`src/rtl/axis_decouple_ctrl_if.sv`:
```
// Signal bundle between a partial-reconfiguration manager and the per-region
// decouple controller: request/ack/decouple per region, timeout control, and
// read-only taps of the AXI4S streams seen on the decoupler side.
interface axis_decouple_ctrl_if #(
  parameter int unsigned N_ID         = 2,
  parameter int unsigned N_STRM       = 2,
  parameter int unsigned TIMEOUT_BITS = 16
);

  logic [N_ID-1:0]         dcpl_req;
  logic [N_ID-1:0]         dcpl_ack;
  logic [N_ID-1:0]         decouple;
  logic [TIMEOUT_BITS-1:0] timeout_val;
  logic [N_ID-1:0]         timeout_flag;
  logic [N_ID-1:0]         timeout_clr;
  logic [N_ID*N_STRM-1:0]  mon_tvalid;
  logic [N_ID*N_STRM-1:0]  mon_tready;
  logic [N_ID*N_STRM-1:0]  mon_tlast;

  // Manager side: issues requests, observes the controller.
  modport master (
    output dcpl_req, timeout_val, timeout_clr,
    output mon_tvalid, mon_tready, mon_tlast,
    input  dcpl_ack, decouple, timeout_flag
  );

  // Controller side.
  modport slave (
    input  dcpl_req, timeout_val, timeout_clr,
    input  mon_tvalid, mon_tready, mon_tlast,
    output dcpl_ack, decouple, timeout_flag
  );

endinterface

```
`src/rtl/axis_decouple_ctrl.sv`:
```
// Per-region decouple sequencer for partial reconfiguration. A region is only
// decoupled once all its monitored streams sit at a packet boundary, or when
// the drain timeout expires. decouple/ack are decoded straight from the state
// register, so no input reaches them combinationally.
module axis_decouple_ctrl #(
  parameter int unsigned N_ID         = 2,
  parameter int unsigned N_STRM       = 2,
  parameter int unsigned TIMEOUT_BITS = 16
) (
  input  logic                aclk,
  input  logic                areset,
  axis_decouple_ctrl_if.slave bus
);

  localparam int unsigned N_MON = N_ID * N_STRM;

  typedef enum logic [1:0] {
    ST_RUN       = 2'd0,
    ST_DRAIN     = 2'd1,
    ST_DECOUPLED = 2'd2,
    ST_RECOUPLE  = 2'd3
  } state_e;

  logic [N_MON-1:0]        hs;
  logic [N_MON-1:0]        next_open;
  logic [N_MON-1:0]        open_q;
  logic [N_MON-1:0]        open_d;
  logic [N_ID-1:0]         idle;

  state_e                  state_q [N_ID];
  state_e                  state_d [N_ID];
  logic [TIMEOUT_BITS-1:0] cnt_q   [N_ID];
  logic [TIMEOUT_BITS-1:0] cnt_d   [N_ID];

  logic [N_ID-1:0]         timeout_flag_q;
  logic [N_ID-1:0]         timeout_flag_d;
  logic [N_ID-1:0]         timeout_set;

  logic                    tmo_en;
  logic [TIMEOUT_BITS-1:0] tmo_last;

  logic [N_ID-1:0]         decouple_w;
  logic [N_ID-1:0]         ack_w;

  assign tmo_en   = |bus.timeout_val;
  assign tmo_last = bus.timeout_val - 1'b1;

  // Packet trackers: post-handshake "inside a packet" view of each stream.
  always_comb begin
    hs        = bus.mon_tvalid & bus.mon_tready;
    next_open = (hs & ~bus.mon_tlast) | (~hs & open_q);
  end

  // Region idle uses the post-update tracker, so a closing tlast beat or a
  // single-beat packet in the current cycle already counts as a boundary.
  always_comb begin
    idle = '0;
    for (int unsigned i = 0; i < N_ID; i++) begin
      idle[i] = ~|next_open[i*N_STRM +: N_STRM];
    end
  end

  // Tracker next value; RECOUPLE discards whatever truncated packet remains.
  always_comb begin
    open_d = next_open;
    for (int unsigned i = 0; i < N_ID; i++) begin
      if (state_q[i] == ST_RECOUPLE) begin
        open_d[i*N_STRM +: N_STRM] = '0;
      end
    end
  end

  // Per-region next state, drain counter and timeout flag update.
  always_comb begin
    state_d     = state_q;
    cnt_d       = cnt_q;
    timeout_set = '0;
    for (int unsigned i = 0; i < N_ID; i++) begin
      unique case (state_q[i])
        ST_RUN: begin
          if (bus.dcpl_req[i]) begin
            state_d[i] = ST_DRAIN;
            cnt_d[i]   = '0;
          end
        end
        ST_DRAIN: begin
          // Abort beats idle, idle beats timeout (so no flag on a tie).
          if (!bus.dcpl_req[i]) begin
            state_d[i] = ST_RUN;
          end else if (idle[i]) begin
            state_d[i] = ST_DECOUPLED;
          end else if (tmo_en && (cnt_q[i] == tmo_last)) begin
            state_d[i]     = ST_DECOUPLED;
            timeout_set[i] = 1'b1;
          end else if (cnt_q[i] != '1) begin
            cnt_d[i] = cnt_q[i] + 1'b1;
          end
        end
        ST_DECOUPLED: begin
          if (!bus.dcpl_req[i]) begin
            state_d[i] = ST_RECOUPLE;
          end
        end
        ST_RECOUPLE: begin
          state_d[i] = ST_RUN;
        end
        default: begin
          state_d[i] = ST_RUN;
        end
      endcase
    end
    timeout_flag_d = (timeout_flag_q | timeout_set) & ~bus.timeout_clr;
  end

  // Output decode from the registered state only.
  always_comb begin
    decouple_w = '0;
    ack_w      = '0;
    for (int unsigned i = 0; i < N_ID; i++) begin
      decouple_w[i] = (state_q[i] == ST_DECOUPLED) || (state_q[i] == ST_RECOUPLE);
      ack_w[i]      = (state_q[i] == ST_DECOUPLED);
    end
  end

  assign bus.decouple     = decouple_w;
  assign bus.dcpl_ack     = ack_w;
  assign bus.timeout_flag = timeout_flag_q;

  // State, counters, trackers and flags; async reset returns every region to RUN.
  always_ff @(posedge aclk or posedge areset) begin
    if (areset) begin
      for (int unsigned i = 0; i < N_ID; i++) begin
        state_q[i] <= ST_RUN;
        cnt_q[i]   <= '0;
      end
      open_q         <= '0;
      timeout_flag_q <= '0;
    end else begin
      for (int unsigned i = 0; i < N_ID; i++) begin
        state_q[i] <= state_d[i];
        cnt_q[i]   <= cnt_d[i];
      end
      open_q         <= open_d;
      timeout_flag_q <= timeout_flag_d;
    end
  end

endmodule

```
`src/flat_wrapper.sv`:
```
// flat-port wrapper written by rule: the top's interface ports become plain ports
module axis_decouple_ctrl_flat 
#(
  parameter int unsigned N_ID         = 2,
  parameter int unsigned N_STRM       = 2,
  parameter int unsigned TIMEOUT_BITS = 16
)
  (aclk, areset, bus_dcpl_req, bus_timeout_val, bus_timeout_clr, bus_mon_tvalid, bus_mon_tready, bus_mon_tlast, bus_dcpl_ack, bus_decouple, bus_timeout_flag);
  axis_decouple_ctrl_if #(.N_ID(N_ID), .N_STRM(N_STRM), .TIMEOUT_BITS(TIMEOUT_BITS)) bus_i ();
  input  logic aclk;
  input  logic areset;
  input wire logic [$bits(bus_i.dcpl_req)-1:0] bus_dcpl_req;
  input wire logic [$bits(bus_i.timeout_val)-1:0] bus_timeout_val;
  input wire logic [$bits(bus_i.timeout_clr)-1:0] bus_timeout_clr;
  input wire logic [$bits(bus_i.mon_tvalid)-1:0] bus_mon_tvalid;
  input wire logic [$bits(bus_i.mon_tready)-1:0] bus_mon_tready;
  input wire logic [$bits(bus_i.mon_tlast)-1:0] bus_mon_tlast;
  output wire logic [$bits(bus_i.dcpl_ack)-1:0] bus_dcpl_ack;
  output wire logic [$bits(bus_i.decouple)-1:0] bus_decouple;
  output wire logic [$bits(bus_i.timeout_flag)-1:0] bus_timeout_flag;
  assign bus_i.dcpl_req = bus_dcpl_req;
  assign bus_i.timeout_val = bus_timeout_val;
  assign bus_i.timeout_clr = bus_timeout_clr;
  assign bus_i.mon_tvalid = bus_mon_tvalid;
  assign bus_i.mon_tready = bus_mon_tready;
  assign bus_i.mon_tlast = bus_mon_tlast;
  assign bus_dcpl_ack = bus_i.dcpl_ack;
  assign bus_decouple = bus_i.decouple;
  assign bus_timeout_flag = bus_i.timeout_flag;
  axis_decouple_ctrl #(.N_ID(N_ID), .N_STRM(N_STRM), .TIMEOUT_BITS(TIMEOUT_BITS)) u_core (.aclk(aclk), .areset(areset), .bus(bus_i));
endmodule
```
`config.mk`:
```
export PLATFORM = sky130hd
export DESIGN_NAME = axis_decouple_ctrl_flat
export DESIGN_NICKNAME = d
export VERILOG_FILES = /design/src/rtl/axis_decouple_ctrl_if.sv /design/src/rtl/axis_decouple_ctrl.sv /design/src/flat_wrapper.sv
export SDC_FILE = /design/constraint.sdc
export NUM_CORES = 1
export LEC_CHECK = 0
export ABC_AREA = 1
export BUFFER_PORTS_ARGS = -buffer_cell sky130_fd_sc_hd__clkbuf_2
export CORE_MARGIN = 4
export CORE_UTILIZATION = 40
export DETAILED_ROUTE_END_ITERATION = 12
export GPL_TIMING_DRIVEN = 0
export RECOVER_POWER = 25
export SLEW_MARGIN = 30
export SYNTH_ARGS = -nofsm -noshare
export SYNTH_HDL_FRONTEND = slang
export SYNTH_SLANG_ARGS = --single-unit
export TNS_END_PERCENT = 5
```
`constraint.sdc`:
```
create_clock -name aclk -period 5 [get_ports aclk]
set_input_delay 0.25 -clock aclk [delete_from_list [all_inputs] [get_ports aclk]]
set_output_delay 0.25 -clock aclk [all_outputs]
set_load 0.05 [all_outputs]
```
Yosys cells after proc, flatten, opt, wreduce, memory -nomap -nowiden
Cells that the tools add are included.

Register bits after elaboration: 42. Bits in latches: 0. Memory bits (writable): 0. Bits in read-only memories: 0. Bits of input ports: 34. Output and inout port bits: 6. Logic and storage cells: 91. Memories kept: 0.

Add/subtract/negate cells: 3. Multipliers: 0. Divide/modulo/power cells: 0. Magnitude comparators: 0. Equal/unequal tests: 24. Shift-type cells: 0. Mux-type cells: 34. Bitwise operators: 9. Reductions and logical operators: 15.

Operators with widths (count): 2-to-1 mux 16 bit (10); one-hot mux 16 bit (2 select lines) (2); adder 16 x 1 -> 16 bit, second input constant (2); == test 16 bit (2); inequality test 16 bit, second input constant (2); 2-to-1 mux 2 bit (12); inequality test 2 bit, second input constant (8); one-hot mux 2 bit (4 select lines) (2); OR reduction 16 bit (1); subtractor 16 x 1 -> 16 bit, second input constant (1); AND 4 bit (3); AND reduction 6 bit (2); == test 2 bit, second input constant (4); 2-to-1 mux 1 bit (8); inequality test 2 x 1 -> 1 bit, second input constant (4); inequality test 4 bit, second input constant (2); inverter 4 bit (2); AND reduction 3 bit (2); == test 2 x 1 -> 1 bit, second input constant (2); logical NOT 2 bit (2); OR 4 bit (1); nonzero test 2 bit (2); OR reduction 2 bit (2); AND 2 bit (1); 4 further kinds (6).

Logic depth before layout (Yosys ltp)
Depth after elaboration: 10. Gate-level depth with buffers: 19. Depth with buffers taken out: 18.

Worst setup path after synthesis
OpenSTA, ideal clock, no wires.

Path type: input -> register. Start point: in bus_timeout_val[0]. End point: reg u_core.cnt_q[10] (netlist bit). Library setup time: 0.117 ns. Data arrival time: 1.852 ns. Data required time: 4.883 ns. Setup slack: 3.031 ns. Stages: 16. Buffers on the path: 1. Cells stage by stage: inv_1 -> ha_1 -> nand2_2 -> nor2_4 -> nand3b_1 -> nand2_1 -> nand2_1 -> nand2_1 -> nand3_1 -> nor2_1 -> nand3_2 -> nand3_4 -> nand2_4 -> buf_6 -> nand2_1 -> nand2_1.

Longest elaborated chain between the ends: 5. Elaborated cells between the ends (all ways): 6. Those cells by class: 1 x add/sub; 2 x eq/ne; 3 x reduce/logical.

Ends and longest elaborated chain: from (decl) (RTL line flat_wrapper.sv:13) `input wire logic [$bits(bus_i.timeout_val)-1:0] bus_timeout_val;`; subtractor 16 x 1 -> 16 bit (RTL line axis_decouple_ctrl.sv:46) `assign tmo_last = bus.timeout_val - 1'b1;`; == test 16 bit (RTL line axis_decouple_ctrl.sv:92) `end else if (tmo_en && (cnt_q[i] == tmo_last)) begin`; logical AND 1 bit (*) (RTL line axis_decouple_ctrl.sv:92); inequality test 2 bit (no line) (*); AND reduction 6 bit (no line) (*); to (signal, indexed assignment) (RTL line axis_decouple_ctrl.sv:141) `cnt_q[i] <= cnt_d[i];`; to (decl) (RTL line axis_decouple_ctrl.sv:32) `logic [TIMEOUT_BITS-1:0] cnt_q [N_ID];`.

Every way passes the cells marked *; elsewhere a longest branch is shown, timed or not. A chain may end at the register's enable or synchronous reset.

Final worst setup path
Start point: reg u_core.cnt_q[16] (netlist bit). End point: reg u_core.cnt_q[24] (netlist bit).

Longest elaborated chain between the ends: 6. Elaborated cells between the ends (all ways): 12. Those cells by class: 1 x add/sub; 4 x eq/ne; 5 x mux; 2 x reduce/logical.

Ends and longest elaborated chain: adder 16 x 1 -> 16 bit (RTL line axis_decouple_ctrl.sv:96) `cnt_d[i] = cnt_q[i] + 1'b1;`; 2-to-1 mux 16 bit (RTL line axis_decouple_ctrl.sv:95) `end else if (cnt_q[i] != '1) begin`; 2-to-1 mux 16 bit (RTL line axis_decouple_ctrl.sv:92); 2-to-1 mux 16 bit (RTL line axis_decouple_ctrl.sv:90) `end else if (idle[i]) begin`; 2-to-1 mux 16 bit (RTL line axis_decouple_ctrl.sv:88) `if (!bus.dcpl_req[i]) begin`; one-hot mux 16 bit (2 select lines) (RTL line axis_decouple_ctrl.sv:79) `unique case (state_q[i])`.

Several ways; a longest one is shown, not always the timed one. The select of a mux whose other input is x is not followed.

==> metrics.yaml <==
die:
  rows: 34
  die_h_um: 104
  dieArea_sq_mm: 0.0109
  start_util_pct: 41.9
  ios: 40
  coreArea_sq_mm: 0.00889
  die_x_um: 104
timing:
  whs_ps: 190
  max-slew-margin-rel_pct: 36.9
  tns_ps: 0
  skew_ps: 3.90
  fin_crit_ps: 2250
  period_share_pct: 45.0
  final_hold_viol_count: 0
  worst_pin_slew_ps: 946
  fmax_mhz: 444
  final_max_slew_viol_count: 0
  setup_viol: 0
  rsz0062_at_grt: "false"
detailed_routing:
  drt_iter0_drc: 259
  vias: 3886
  ant_nets: 0
  dr_wl_met3_um: 461
  wl_met1_um: 4870
  postRouteWirelength_um: 9900
  highest_layer: "met4"
  wire_per_inst_um: 12.9
  vias_per_cell: 5.05
  route.met2.wl_um: 4300
  drcViolationCount: 0
  drtPass1Iterations: 5
clock_network:
  cts_buffers: 5
  insertion_delay_ps: 300
  clockBufferDepth: 2
  cts_setup_buffers: 0
  root_buffer: "clkbuf_8"
  clkTransAtPathRegs_ps: 80
  cts_max_level: 2
  cts_sinks: 42
  cts_tree: "yes"
finish:
  final-seq-area_sq_mm: 0.00105
  fin_area_sq_mm: 0.00420
  insertedDiodeCount: 0
  multi_input_comb_area_sq_mm: 0.00237
  nFillCells: 972
  stdcell_count: 769
  nets: 699
  drive_gt1_share_pct: 10.9
  area_growth_pct: 12.9
global_routing:
  overflow: 0
  grtUsageTotal_pct: 18.6
  grt_pass1_wl_um: 16700
  antenna_found_initial: 0
  grt_pass1_vias: 3544
  grt_max_degree: 23
yosys:
  synth_common_cells: "210 x nand2_1, 100 x nor2_1, 92 x nand3_1"
  synth_area_leaders: "dfrtp_1 28%, nand2_1 21%, nand3_1 12%"
  syn_nets: 651
  seq_area_frac_synth_pct: 28.2
  avgSynthCellArea_sq_um: 6.07
  synth_seq_cells: 42
  synth_edf_count: 0
  synth_top_area_cell: "dfrtp_1"
  netlist.area_leader.share_pct: 28.2
  syn_area_sq_mm: 0.00372
  syn_inst: 613
  synth_most_common_cell: "nand2_1"
  synth_warnings: 0
  synth-main-ff-cell: "dfrtp_1"
  async_flop_share_pct: 100
  ys_types: 32
min_path:
  hold_path.class: "in2reg"
  whs_path_depth: 2
critical_path:
  crit_path_max_fanout: 10
  worstSetupEndpointType: "flop"
  critical_path_arrival_ps: 2450
  path_class: "reg2reg"
  ff2ff_path_depth: 13
  critPathLaunchType: "flop"
  critical_path_required_ps: 5200
placement:
  dpl.hpwl_um: 8070
  io_buffers: 39
  gp_congestion: 0.931
  dp.cells: 761
  dpl-instance-area_sq_mm: 0.00408
pwr:
  p_leak_nw: 2.10
  cellPowerDensity_mw_per_mm2: 285
  power.total_mw: 1.20
  max-vdd-ir-drop_mv: 0.183
run:
  cap_violations: 0
status:
  status: "completed"
## worst max-delay path, cell delays in order, from the launching register on
cell and delay (ps):
dfrtp_1 480, ha_1 240, nand2_1 110, nor3_4 220, nand3_2 110, nor2_2 130, nand2_2 80, nor3b_2 170
a21oi_1 90, nand2_2 90, nand2_4 90, buf_2 190, nand3_1 80, nand2_1 60
## sequential cells by signal, indices dropped and copies added, names as in the netlist, named ones only
register	flops
u_core.open_q	4
u_core.cnt_q	32
u_core.state_q	2
u_core.bus.timeout_flag	2
## logic make-up (layout without fill, tap and decap cells)
logic type	Yosys count	in the layout	share of synthesized area (%)
xor+xnor	27	27	6.36
fa+ha+maj	4	4	1.35
simple gates	445	445	52.9
buf+inv	75	123	8.14
compound gates	20	20	3.03
flops	42	42	28.2
## cell type report
| type | count | area share (%) |
|---|---|---|
| plain buffers | 14 | 1.76 |
| inverters | 61 | 5.45 |
| well taps | 108 | 3.22 |
| multi-input cells | 496 | 56.3 |
| flip-flops and latches | 42 | 25.0 |
| clock inverters | 1 | 0.715 |
| clock buffers | 6 | 1.97 |
| repair buffers | 41 | 5.54 |
## placed cells by master, fill, tap and decap left out, types with 2 or more instances in the layout
master	Yosys	layout
nand2_2	4	4
nor3b_1	4	4
clkbuf_8	0	6
a21oi_1	13	13
inv_1	58	58
nand3_2	2	2
nand4_1	5	5
clkbuf_2	0	39
nand2_4	3	3
xnor2_1	3	3
nor2_4	2	2
o21ba_2	2	2
nand3b_1	5	5
nor2_2	3	3
nor4_1	3	3
clkbuf_1	9	9
nand2_1	210	210
xor2_1	24	24
o21ai_0	3	3
nor3_1	8	8
nor2_1	100	100
buf_6	2	2
dfrtp_1	42	42
clkinv_1	3	3
nand3_1	92	92
buf_2	2	2
ha_1	4	4
## worst paths after layout
kind	start	slack (ps)	end
max	u_core.cnt_q[16]	2750	u_core.cnt_q[24]
min	bus_timeout_clr[0]	190	u_core.bus.timeout_flag[0]
max reg2reg	u_core.cnt_q[16]	2750	u_core.cnt_q[24]
min reg2reg	u_core.bus.timeout_flag[0]	510	u_core.bus.timeout_flag[0]
max in group asynchronous	areset	3700	u_core.cnt_q[18]
min in group asynchronous	areset	690	u_core.cnt_q[10]
## power breakdown
| group | internal [mW] | switching, mW |
|---|---|---|
| Combinational | 0.143 | 0.343 |
| Clock | 0.160 | 0.120 |
| Sequential | 0.379 | 0.0555 |
## routing by layer
layer	track usage [%]	vias to the layer above
li1	-	2039
met2	28.5	95
met3	2.42	20
met5	0	-
met4	7.41	0
met1	26.3	1732
## what timing repair did
action,in CTS,in global routing
hold buffers,1,0
resized for setup,0,0
endpoints found under the hold margin,21,0
## metrics by stage
stage                     util, %  worst slack, ps
after global placement       45.6             2480
after floorplan                 -             3030
final                        47.3             2750
after CTS                    47.3             2720
after global routing         47.3             2470
after detailed placement     45.9             2460
Note: power is estimated with default switching activity, not from simulation.
